## config.mk

```make
export PLATFORM = sky130hd
export DESIGN_NAME = serial_port_router
export DESIGN_NICKNAME = d
export VERILOG_FILES = /design/src/rtl/serial_port_router.sv
export SDC_FILE = /design/constraint.sdc
export NUM_CORES = 1
export LEC_CHECK = 0
export BUFFER_PORTS_ARGS = -buffer_cell sky130_fd_sc_hd__buf_4
export CAP_MARGIN = 25
export CORE_UTILIZATION = 60
export CTS_BUF_LIST = sky130_fd_sc_hd__clkbuf_8
export CTS_CLUSTER_SIZE = 14
export DETAILED_ROUTE_END_ITERATION = 16
export PLACE_DENSITY = 0.93
export REMOVE_ABC_BUFFERS = 1
export SYNTH_ARGS = -nofsm -noshare
export SYNTH_HDL_FRONTEND = slang
export SYNTH_SLANG_ARGS = --single-unit
```

## constraint.sdc

```tcl
create_clock -name clk -period 3.5 [get_ports clk]
set_clock_uncertainty 0.1 [all_clocks]
set_input_delay 0.7 -clock clk [delete_from_list [all_inputs] [get_ports clk]]
set_output_delay 0.7 -clock clk [all_outputs]
set_load 0.02 [all_outputs]
```

## src/rtl/serial_port_router.sv

```systemverilog
// Serial frame router: start bit, MSB-first port and length fields, payload, optional
// even-parity bit. Payload bits are steered to one of 2**PORT_BITS strobed outputs.
module serial_port_router #(
  parameter int PORT_BITS = 2,
  parameter int LEN_BITS  = 4,
  parameter int PARITY_EN = 1
) (
  input  logic                      clk,
  input  logic                      rst,
  input  logic                      clkEn,
  input  logic                      serIn,
  output logic [2**PORT_BITS-1:0]   pOut,
  output logic [2**PORT_BITS-1:0]   pValid,
  output logic [LEN_BITS-1:0]       remCnt,
  output logic                      busy,
  output logic                      done,
  output logic                      frameErr,
  output logic [6:0]                SSDout
);

  localparam int NUM_PORTS = 2**PORT_BITS;
  localparam int CNT_W     = $clog2(PORT_BITS > LEN_BITS ? PORT_BITS : LEN_BITS) + 1;
  localparam logic [CNT_W-1:0] PORT_LAST = CNT_W'(PORT_BITS - 1);
  localparam logic [CNT_W-1:0] LEN_LAST  = CNT_W'(LEN_BITS - 1);
  localparam logic PAR_ON = (PARITY_EN != 0);

  typedef enum logic [2:0] {S_IDLE, S_PORT, S_LEN, S_DATA, S_PAR, S_DONE} state_t;

  state_t                 state, state_next;
  logic [PORT_BITS-1:0]   port_q;
  logic [LEN_BITS-1:0]    len_q;
  logic [CNT_W-1:0]       bit_cnt;
  logic                   pxor;

  logic [PORT_BITS-1:0]   port_shift;
  logic [LEN_BITS-1:0]    len_shift;
  logic [NUM_PORTS-1:0]   onehot;
  logic                   port_last, len_last;
  logic [3:0]             nib;

  // The field value including the bit being sampled on this edge.
  assign port_shift = (port_q << 1) | PORT_BITS'(serIn);
  assign len_shift  = (len_q << 1)  | LEN_BITS'(serIn);
  assign onehot     = NUM_PORTS'(1) << port_q;
  assign port_last  = (bit_cnt == PORT_LAST);
  assign len_last   = (bit_cnt == LEN_LAST);

  assign busy = (state != S_IDLE);
  assign done = (state == S_DONE);

  always_comb begin
    // NOTE: default first so every path assigns state_next and no latch is inferred.
    state_next = state;
    case (state)
      S_IDLE: if (clkEn && !serIn) state_next = S_PORT;
      S_PORT: if (clkEn && port_last) state_next = S_LEN;
      S_LEN:
        if (clkEn && len_last) begin
          if (len_shift != '0) state_next = S_DATA;
          else                 state_next = PAR_ON ? S_PAR : S_DONE;
        end
      S_DATA: if (clkEn && remCnt == LEN_BITS'(1)) state_next = PAR_ON ? S_PAR : S_DONE;
      S_PAR:  if (clkEn) state_next = S_DONE;
      S_DONE: state_next = S_IDLE;
      default: state_next = S_IDLE;
    endcase
  end

  always_ff @(posedge clk or posedge rst) begin
    if (rst) state <= S_IDLE;
    else     state <= state_next;
  end

  // NOTE: all sequential state uses non-blocking assignment so every register sees
  // pre-edge values of the others, independent of statement order.
  always_ff @(posedge clk or posedge rst) begin
    if (rst) begin
      port_q   <= '0;
      len_q    <= '0;
      bit_cnt  <= '0;
      pxor     <= 1'b0;
      pOut     <= '0;
      pValid   <= '0;
      remCnt   <= '0;
      frameErr <= 1'b0;
    end else begin
      // Strobe is single-cycle regardless of clkEn.
      pValid <= '0;
      if (clkEn) begin
        case (state)
          S_IDLE:
            if (!serIn) begin
              bit_cnt <= '0;
              pxor    <= 1'b0;
            end
          S_PORT: begin
            port_q  <= port_shift;
            bit_cnt <= port_last ? '0 : bit_cnt + 1'b1;
          end
          S_LEN: begin
            len_q   <= len_shift;
            bit_cnt <= bit_cnt + 1'b1;
            if (len_last) remCnt <= len_shift;
          end
          S_DATA: begin
            pOut   <= serIn ? onehot : '0;
            pValid <= onehot;
            remCnt <= remCnt - 1'b1;
            pxor   <= pxor ^ serIn;
          end
          S_PAR: frameErr <= serIn ^ pxor;
          default: ;
        endcase
        // Without a parity phase the frame status is always clean.
        if (state != S_PAR && state_next == S_DONE) frameErr <= 1'b0;
      end
    end
  end

  assign nib = 4'(remCnt);

  always_comb begin
    case (nib)
      4'h0: SSDout = 7'h3F;
      4'h1: SSDout = 7'h06;
      4'h2: SSDout = 7'h5B;
      4'h3: SSDout = 7'h4F;
      4'h4: SSDout = 7'h66;
      4'h5: SSDout = 7'h6D;
      4'h6: SSDout = 7'h7D;
      4'h7: SSDout = 7'h07;
      4'h8: SSDout = 7'h7F;
      4'h9: SSDout = 7'h6F;
      4'hA: SSDout = 7'h77;
      4'hB: SSDout = 7'h7C;
      4'hC: SSDout = 7'h39;
      4'hD: SSDout = 7'h5E;
      4'hE: SSDout = 7'h79;
      default: SSDout = 7'h71;
    endcase
  end

endmodule

```

## Word-level counts from Yosys, hierarchy flattened

Memory sizes are Yosys's and may differ from the RTL's.
Cells that the tools add are included.

| operators by class | value |
|---|---|
| $add $sub $neg | 2 |
| equal/unequal tests | 12 |
| shift operators | 1 |
| multiplexer cells | 19 |
| bitwise logic cells | 3 |
| reduce and logical (&&, ||, !) cells | 20 |

Operators with widths:

| kind | count |
|---|---|
| $mux 3 | 8 |
| $mux 4 | 4 |
| $pmux 3 s5 | 1 |
| $eq 3x2->1 const B | 3 |
| $eq 3x3->1 const B | 3 |
| $pmux 3 s3 | 1 |
| $reduce_and 3->1 | 3 |
| $pmux 4 s2 | 1 |
| $reduce_and 2->1 | 4 |
| $eq 3x1->1 const B | 2 |
| $reduce_bool 2->1 | 3 |
| $reduce_bool 3->1 | 2 |
| $logic_and 1x1->1 | 5 |
| $eq 4x1->1 const B | 1 |
| $ne 2x2->1 const B | 2 |
| $or 4x1->4 | 1 |
| $reduce_bool 4->1 | 1 |
| $shl 1x2->4 const A | 1 |
| $sub 4x1->4 const B | 1 |
| $add 3x1->3 const B | 1 |
| $logic_not 3->1 | 1 |
| $mux 1 | 3 |
| $ne 3x3->1 const B | 1 |
| $or 2x1->2 | 1 |
| 3 further kinds | 3 |

| word-level totals | value |
|---|---|
| register bits after elaboration | 25 |
| bits in read-only memories | 112 |
| output and inout bits | 22 |
| logic and storage cells | 67 |
| memories | 1 |

Memories:

| memory | words | bits a word | rd ports | clocked after memory_dff | wr ports | line | RTL |
|---|---|---|---|---|---|---|---|
| (no name shown) | 16 | 7 | 1 | 0 | 0 | 123 | `case (nib)` |

## Depth between registers and ports, before layout

Gate-level depths: netlist of the first run.

| logic depth | value |
|---|---|
| word-level depth | 9 |
| gate-level depth with buffers | 6 |
| depth with buffers taken out | 5 |

## Least setup slack after synthesis of the first run

No wires, ideal clock.

| path | value |
|---|---|
| path type | reg-to-output |
| start point | register remCnt[1] |
| end point | output port SSDout[0] |
| arrival | 1.558 ns |
| required time | 2.700 ns |
| setup slack | 1.142 ns |
| stages on the path, launching flop included | 6 |
| path through | dfrtp_1 > inv_1 > ha_1 > nor2_1 > a21oi_1 > o21ai_0 |

| on the way | value |
|---|---|
| word-level cells in the longest chain between the ends | 1 |

RTL lines:

| item | line | RTL |
|---|---|---|
| start, declared | 14 | `output logic [LEN_BITS-1:0] remCnt,` |
| start signal, assigned | 103 | `if (len_last) remCnt <= len_shift;` |
| start signal, assigned | 108 | `remCnt <= remCnt - 1'b1;` |
| $mem_v2 16x7 | - |  |
| end, declared | 18 | `output logic [6:0] SSDout` |

No other way between the ends.

## Final worst setup path of the first run

Same ends and word-level chain as after synthesis.

==> results of run 1 <==
[report_power, final]
group | internal, mW | switching [mW]
clock | 0.0808 | 0.0956
combinational | 0.424 | 0.475
sequential | 0.391 | 0.190
total | 0.896 | 0.760
[area by class of cell]
type / count / area share [%]
tap: 30 / 2.117
sequential: 25 / 35.29
clock buffer: 3 / 2.329
multi-input combinational: 115 / 47.35
clock inverter: 1 / 0.4234
inverter: 9 / 1.905
timing repair buffer: 25 / 10.59
[worst paths after layout]
check / cells after the start / end / slack [ns]
min in group asynchronous: 2 / pValid[3] / 0.53
worst max-delay path: 6 / SSDout[0] / 0.95
worst min register to register: 2 / pOut[1] / 0.39
max in group asynchronous: 2 / remCnt[0] / 2.19
worst min-delay path: 2 / pOut[1] / 0.39
worst max register to register: 5 / state[0] / 1.49
[synthesized netlist by cell type, types with 2 or more instances]
cell type / n
o22ai_1: 2
nor2_1: 7
o31ai_1: 6
dfrtp_1: 25
ha_1: 9
nand2_1: 9
or3_1: 2
o41ai_1: 3
and2_1: 2
clkbuf_1: 5
and3b_1: 2
nor3_1: 4
inv_1: 9
nand4b_1: 2
mux2i_1: 7
nor4bb_1: 2
nor2b_1: 5
nand2b_1: 6
a21oi_1: 6
o21ai_0: 10
mux2_2: 6
nand3_1: 3
nor3b_1: 4
nand3b_1: 4
buf_2: 2
[worst max-delay path, delay by kind of cell, from the launching register on]
kind            cells  cell delay (ns)
simple gates        1             0.17
flops               1             0.52
fa+ha+maj           1             0.27
compound gates      2             0.23
buf+inv             2             0.28
[per-stage QoR]
step	area, um2	util, %	power (mW)	setup WS (ns)	instances
floorplan	1499	-	1.157	1.128	149
global placement	1724	70.23	1.440	1.360	204
detailed placement	1724	70.23	1.482	1.263	204
CTS	1773	72.22	1.661	0.9506	208
global route	1773	72.22	1.784	0.7629	208
finish	1773	72.22	1.656	0.9549	208
[cells by family after synthesis]
kind of cell | share of synthesized area (%)
and+or+nand+nor | 21.79
AOI/OAI and AO/OA | 15.66
DFF | 40.36
buffers and inverters | 5.488
muxes | 8.878
adders and majority gates | 7.264
xor gates and xnor gates | 0.5651
[flip-flops by register name, summed over array words and instances, names as in the netlist]
register,cells
pOut,4
bit_cnt,3
pxor,1
pValid,4
port_q,2
state,3
remCnt,4
frameErr,1
len_q,3
[per-layer routing]
metal | GRT usage (%) | part of all wire (%) | routed length [um]
met1 | 32.30 | 47 | 1471
met2 | 41.35 | 49 | 1528
met3 | 5.217 | 2.6 | 82
met4 | 5.702 | 0.84 | 26
met5 | 0 | 0 | 0
==> impl_metrics.csv, run 1 <==
group,metric,value,unit
run_status,outcome,"finished, final reports clean",
critical_path,worstPathRequired,2.70,ns
drt,wire_per_inst,14.95,um
floorplanning,start_util,63.15,%
job,cap_violations,0,
finish,drive_gt1_share,21.35,%
finish,syn2layout_area_growth,14.37,%
global_route,antenna_found_initial,0,
global_route,grt_first_pass_wirelength,4988,um
timing,layout_min_cycle_time,2.545,ns
critical_path,max_stage_delay,0.52,ns
timing,whs,0.3945,ns
synth,synth.distinct_cells,42,
finish,final_cell_mix,"25 x dfrtp_1, 25 x buf_4, 10 x o21ai_0",
power,peakVddDrop,0.7524,mV
clock_tree,htreeDepth,1,
floorplanning,die_y,52.83,um
drt,finalWirelength,3109,um
synth,synth-edff-count,0,
drt,dr.pass1.iters,4,
critical_path,crit_start,"remCnt[1]",
clock_tree,holdBufCountCts,0,
timing,worst_slew_pin_slew,0.9389,ns
finish,seq_area,625.6,um2
clock_tree,clk_latency,0.27,ns
timing,final-hold-violation-count,0,
floorplanning,pin_count,26,
global_route,overflow,0,
hold_path,hold_path_class,"flop to flop",
synth,ys_top_cells_by_area,"dfrtp_1 40%, ha_1 7.3%, mux2i_1 4.5%, mux2_2 4.4%, o21ai_0 3.2%",
critical_path,cp.arrival,1.75,ns
critical_path,timing.rr.start,"remCnt[1]",
critical_path,cp_common_cell,"o21ai_0",
timing,setup_tns,0,ns
clock_tree,post_cts_buffers,0,
power,power_density,934.2,nW/um2
drt,antenna_left,0,
synth,async_reset_ff_share,100.0,%
critical_path,end_kind,"output port",
floorplanning,row_count,18,
critical_path,start_kind,"flop",
synth,synth_top_area_share,40.36,%
clock_tree,clock_sinks,25,
timing,fmax,392.9,MHz
global_route,grt_max_degree,26,
critical_path,critPathMaxFanout,10,
synth,syn_avg_cell_area,9.750,um2
placement,dp_hpwl,2181,um
critical_path,path_cells,"inv_1, ha_1, nor2b_1, o21ai_0, o21ai_0, buf_4",
global_route,first_global_vias,1091,
drt,drt_iter0_markers,27,
clock_tree,cts_buffers,3,
clock_tree,cts.repair.resized,0,
power,p_leak,0.8095,nW
floorplanning,core_region_area,2455,um2
synth,synth-main-ff-cell,"dfrtp_1",
timing,drv_slew,0,
drt,route.detailed.drc,0,
clock_tree,cts_tree,"done",
placement,port_buffers,25,
synth,netlist_instances,159,
drt,vias_per_cell,5.923,
floorplanning,fp.dieArea,2791,um2
critical_path,slowest_stage,"dfrtp_1",
clock_tree,ctsRootBufferMaster,"clkbuf_8",
global_route,grt_usage,24.68,%
critical_path,crit_type,"flop to output port",
timing,slew_headroom,37.34,%
synth,synth_top_cell_by_area,"dfrtp_1",
drt,vias,1232,
clock_tree,clock_tree.buffer_depth,2,
finish,fillCellCount,190,
synth,ys_warn_count,0,
clock_tree,clk_pin_slew,0.09,ns
floorplanning,die_x,52.83,um
timing,rsz0062_at_grt,"false",
timing,timing.final.crit_share,72.72,%
synth,yosys_register_bits,25,
timing,setup_violations,0,
hold_path,worstHoldStart,"pOut[1]",
synth,yosysSeqAreaShare,40.36,%
placement,gp_congestion,0.8220,
finish,diodes,0,
finish,fin_nets,192,
finish,multiInputGateArea,839.6,um2
synth,syn_area,1550,um2
(Power assumes the default switching activity.)
==> inputs of run 2 (changes only) <==
- CORE_UTILIZATION: 60 -> 58
- PLACE_DENSITY: 0.93 -> 0.91
- clock period: 3.5 -> 2.55 ns (I/O delays scaled with it)
==> run 2 against run 1 <==
Setup slack got worse by 0.76 ns. Via count increased by 1.8%. Total power grew 39%. Die area increased by 3.3%. Largest cell class unchanged. Non-clock buffer count is 1 higher. Final cell count rose by 0.48%. Global-route usage about the same. Register-to-register slack worse by 0.91 ns. First-iteration DRC count decreased by 3.7%.
==> impl_metrics.csv, run 2 (synthesized netlist as in run 1, its figures left out) <==
group,metric,value,unit
power,power.share.switching,46.29,%
timing,fin_ws,0.1934,ns
global_route,grt_usage,24.69,%
finish,final_common_cell,"buf_4",
finish,drive_gt1_share,22.35,%
placement,gp_congestion,0.8414,
timing,setup_violations,0,
critical_path,slowest_stage,"dfrtp_1",
critical_path,start_kind,"flop",
timing,rsz0062_at_grt,"false",
clock_tree,post_cts_buffers,0,
clock_tree,cts.repair.resized,0,
global_route,grt_max_degree,26,
clock_tree,clock_tree.buffer_depth,2,
drt,vias_per_cell,6.000,
clock_tree,cts_tree,"done",
critical_path,crit_type,"flop to output port",
timing,setup_tns,0,ns
drt,route.detailed.drc,0,
floorplanning,pin_count,26,
finish,fin_nets,193,
finish,fillCellCount,181,
power,peakVddDrop,1.014,mV
placement,place_inst,205,
placement,port_buffers,25,
finish,diodes,0,
finish,syn2layout_area_growth,14.93,%
timing,worst_slew_pin_slew,0.5333,ns
finish,final_util,71.27,%
power,p_leak,0.8133,nW
timing,slew_headroom,64.26,%
critical_path,path_cells,"inv_1, ha_1, a21oi_1, o21ai_0, buf_4",
power,pwr-share-comb,55.0,%
drt,antenna_left,0,
finish,final_cells,209,
run_status,outcome,"finished, final reports clean",
global_route,antenna_found_initial,0,
timing,final-hold-violation-count,0,
floorplanning,fp.dieArea,2884,um2
finish,top_regs,"pOut (4), pValid (4), remCnt (4)",
floorplanning,die_y,53.70,um
clock_tree,holdBufCountCts,0,
critical_path,r2r_slack,0.58,ns
finish,seq_area,626.9,um2
timing,fmax,424.3,MHz
finish,multiInputGateArea,839.6,um2
drt,finalWirelength,3164,um
clock_tree,htreeDepth,1,
critical_path,end_kind,"output port",
placement,dp_hpwl,2331,um
hold_path,hold_path_class,"input pin to async pin",
clock_tree,cts_buffers,3,
clock_tree,clock_sinks,25,
floorplanning,core_region_area,2500,um2
clock_tree,ctsRootBufferMaster,"clkbuf_8",
job,cap_violations,0,
critical_path,worstPathRequired,1.94,ns
timing,timing.final.crit_share,92.42,%
power,internal_power,1.236,mW
drt,wire_per_inst,15.14,um
power,clkPwrFrac,10.3,%
timing,layout_min_cycle_time,2.357,ns
clock_tree,clk_latency,0.27,ns
global_route,grt_first_pass_wirelength,5168,um
finish,final_cell_mix,"26 x buf_4, 24 x dfrtp_1, 10 x o21ai_0",
drt,vias,1254,
drt,drt_iter0_markers,26,
critical_path,cp.arrival,1.75,ns
floorplanning,row_count,18,
placement,pre_cts_slack,0.4346,ns
floorplanning,start_util,62.01,%
global_route,first_global_vias,1159,
floorplanning,die_x,53.70,um
global_route,overflow,0,
critical_path,critPathMaxFanout,9,
critical_path,max_stage_delay,0.52,ns
clock_tree,clk_pin_slew,0.09,ns
power,power_density,1292,nW/um2
power,p_seq_share,34.7,%
drt,dr.pass1.iters,5,
timing,drv_slew,0,
power,p_sw,1.065,mW
-- run 2: changes by cell type in the layout (fill, tap and decap cells not counted) --
cell / before / now
dfrtp_2: 0 / 1
dfrtp_1: 25 / 24
buf_4: 25 / 26
-- run 2: worst paths after layout --
| kind | startpoint | cells after the start | end |
|---|---|---|---|
| hold reg to reg | pOut[0] | 2 | pOut[0] |
| setup / recovery | remCnt[0] | 5 | SSDout[3] |
| setup reg to reg | remCnt[1] | 5 | state[0] |
| hold / removal | rst | 3 | pValid[3] |
| max in group asynchronous | rst | 3 | remCnt[1] |
| min in group clk | pOut[0] | 2 | pOut[0] |
-- run 2: layer usage --
layer | GRT usage (%) | vias to the layer above | wire length (um)
met2 | 42.39 | 33 | 1623
met1 | 29.20 | 599 | 1382
met3 | 6.780 | 9 | 121
met5 | 0 | - | 0
li1 | - | 613 | -
met4 | 8.772 | 0 | 36
-- run 2: final cells by class --
class	count	share of cell area [%]
Clock buffer	3	2.317
Tap cell	30	2.107
Inverter	9	1.896
Sequential cell	25	35.18
Clock inverter	1	0.4213
Multi-Input combinational cell	115	47.12
Timing Repair Buffer	26	10.96
-- run 2: stage by stage --
stage / hold WS [ns] / cell area (um2) / power [mW]
6_report: 0.1717 / 1782 / 2.302
5_1_grt: 0.2168 / 1782 / 2.466
4_1_cts: 0.1843 / 1780 / 2.302
3_5_place_dp: 0.3805 / 1732 / 2.064
3_3_place_gp: 0.3653 / 1732 / 1.983
2_1_floorplan: 0.3940 / 1499 / 1.588
-- run 2: power by group through the flow --
stage               clock, mW  combinational, mW  sequential, mW
finish                  0.237               1.27           0.799
detailed placement          0               1.27           0.799
floorplan                   0              0.768           0.820
global placement            0               1.20           0.782
global route            0.255               1.37           0.838
CTS                     0.241               1.27           0.791
-- run 2: critical path: cells and delay by family, from the launching register on --
family | cells | cell delay [ns]
DFF | 1 | 0.52
buffers and inverters | 2 | 0.32
adders and majority gates | 1 | 0.33
AOI/OAI and AO/OA | 2 | 0.30
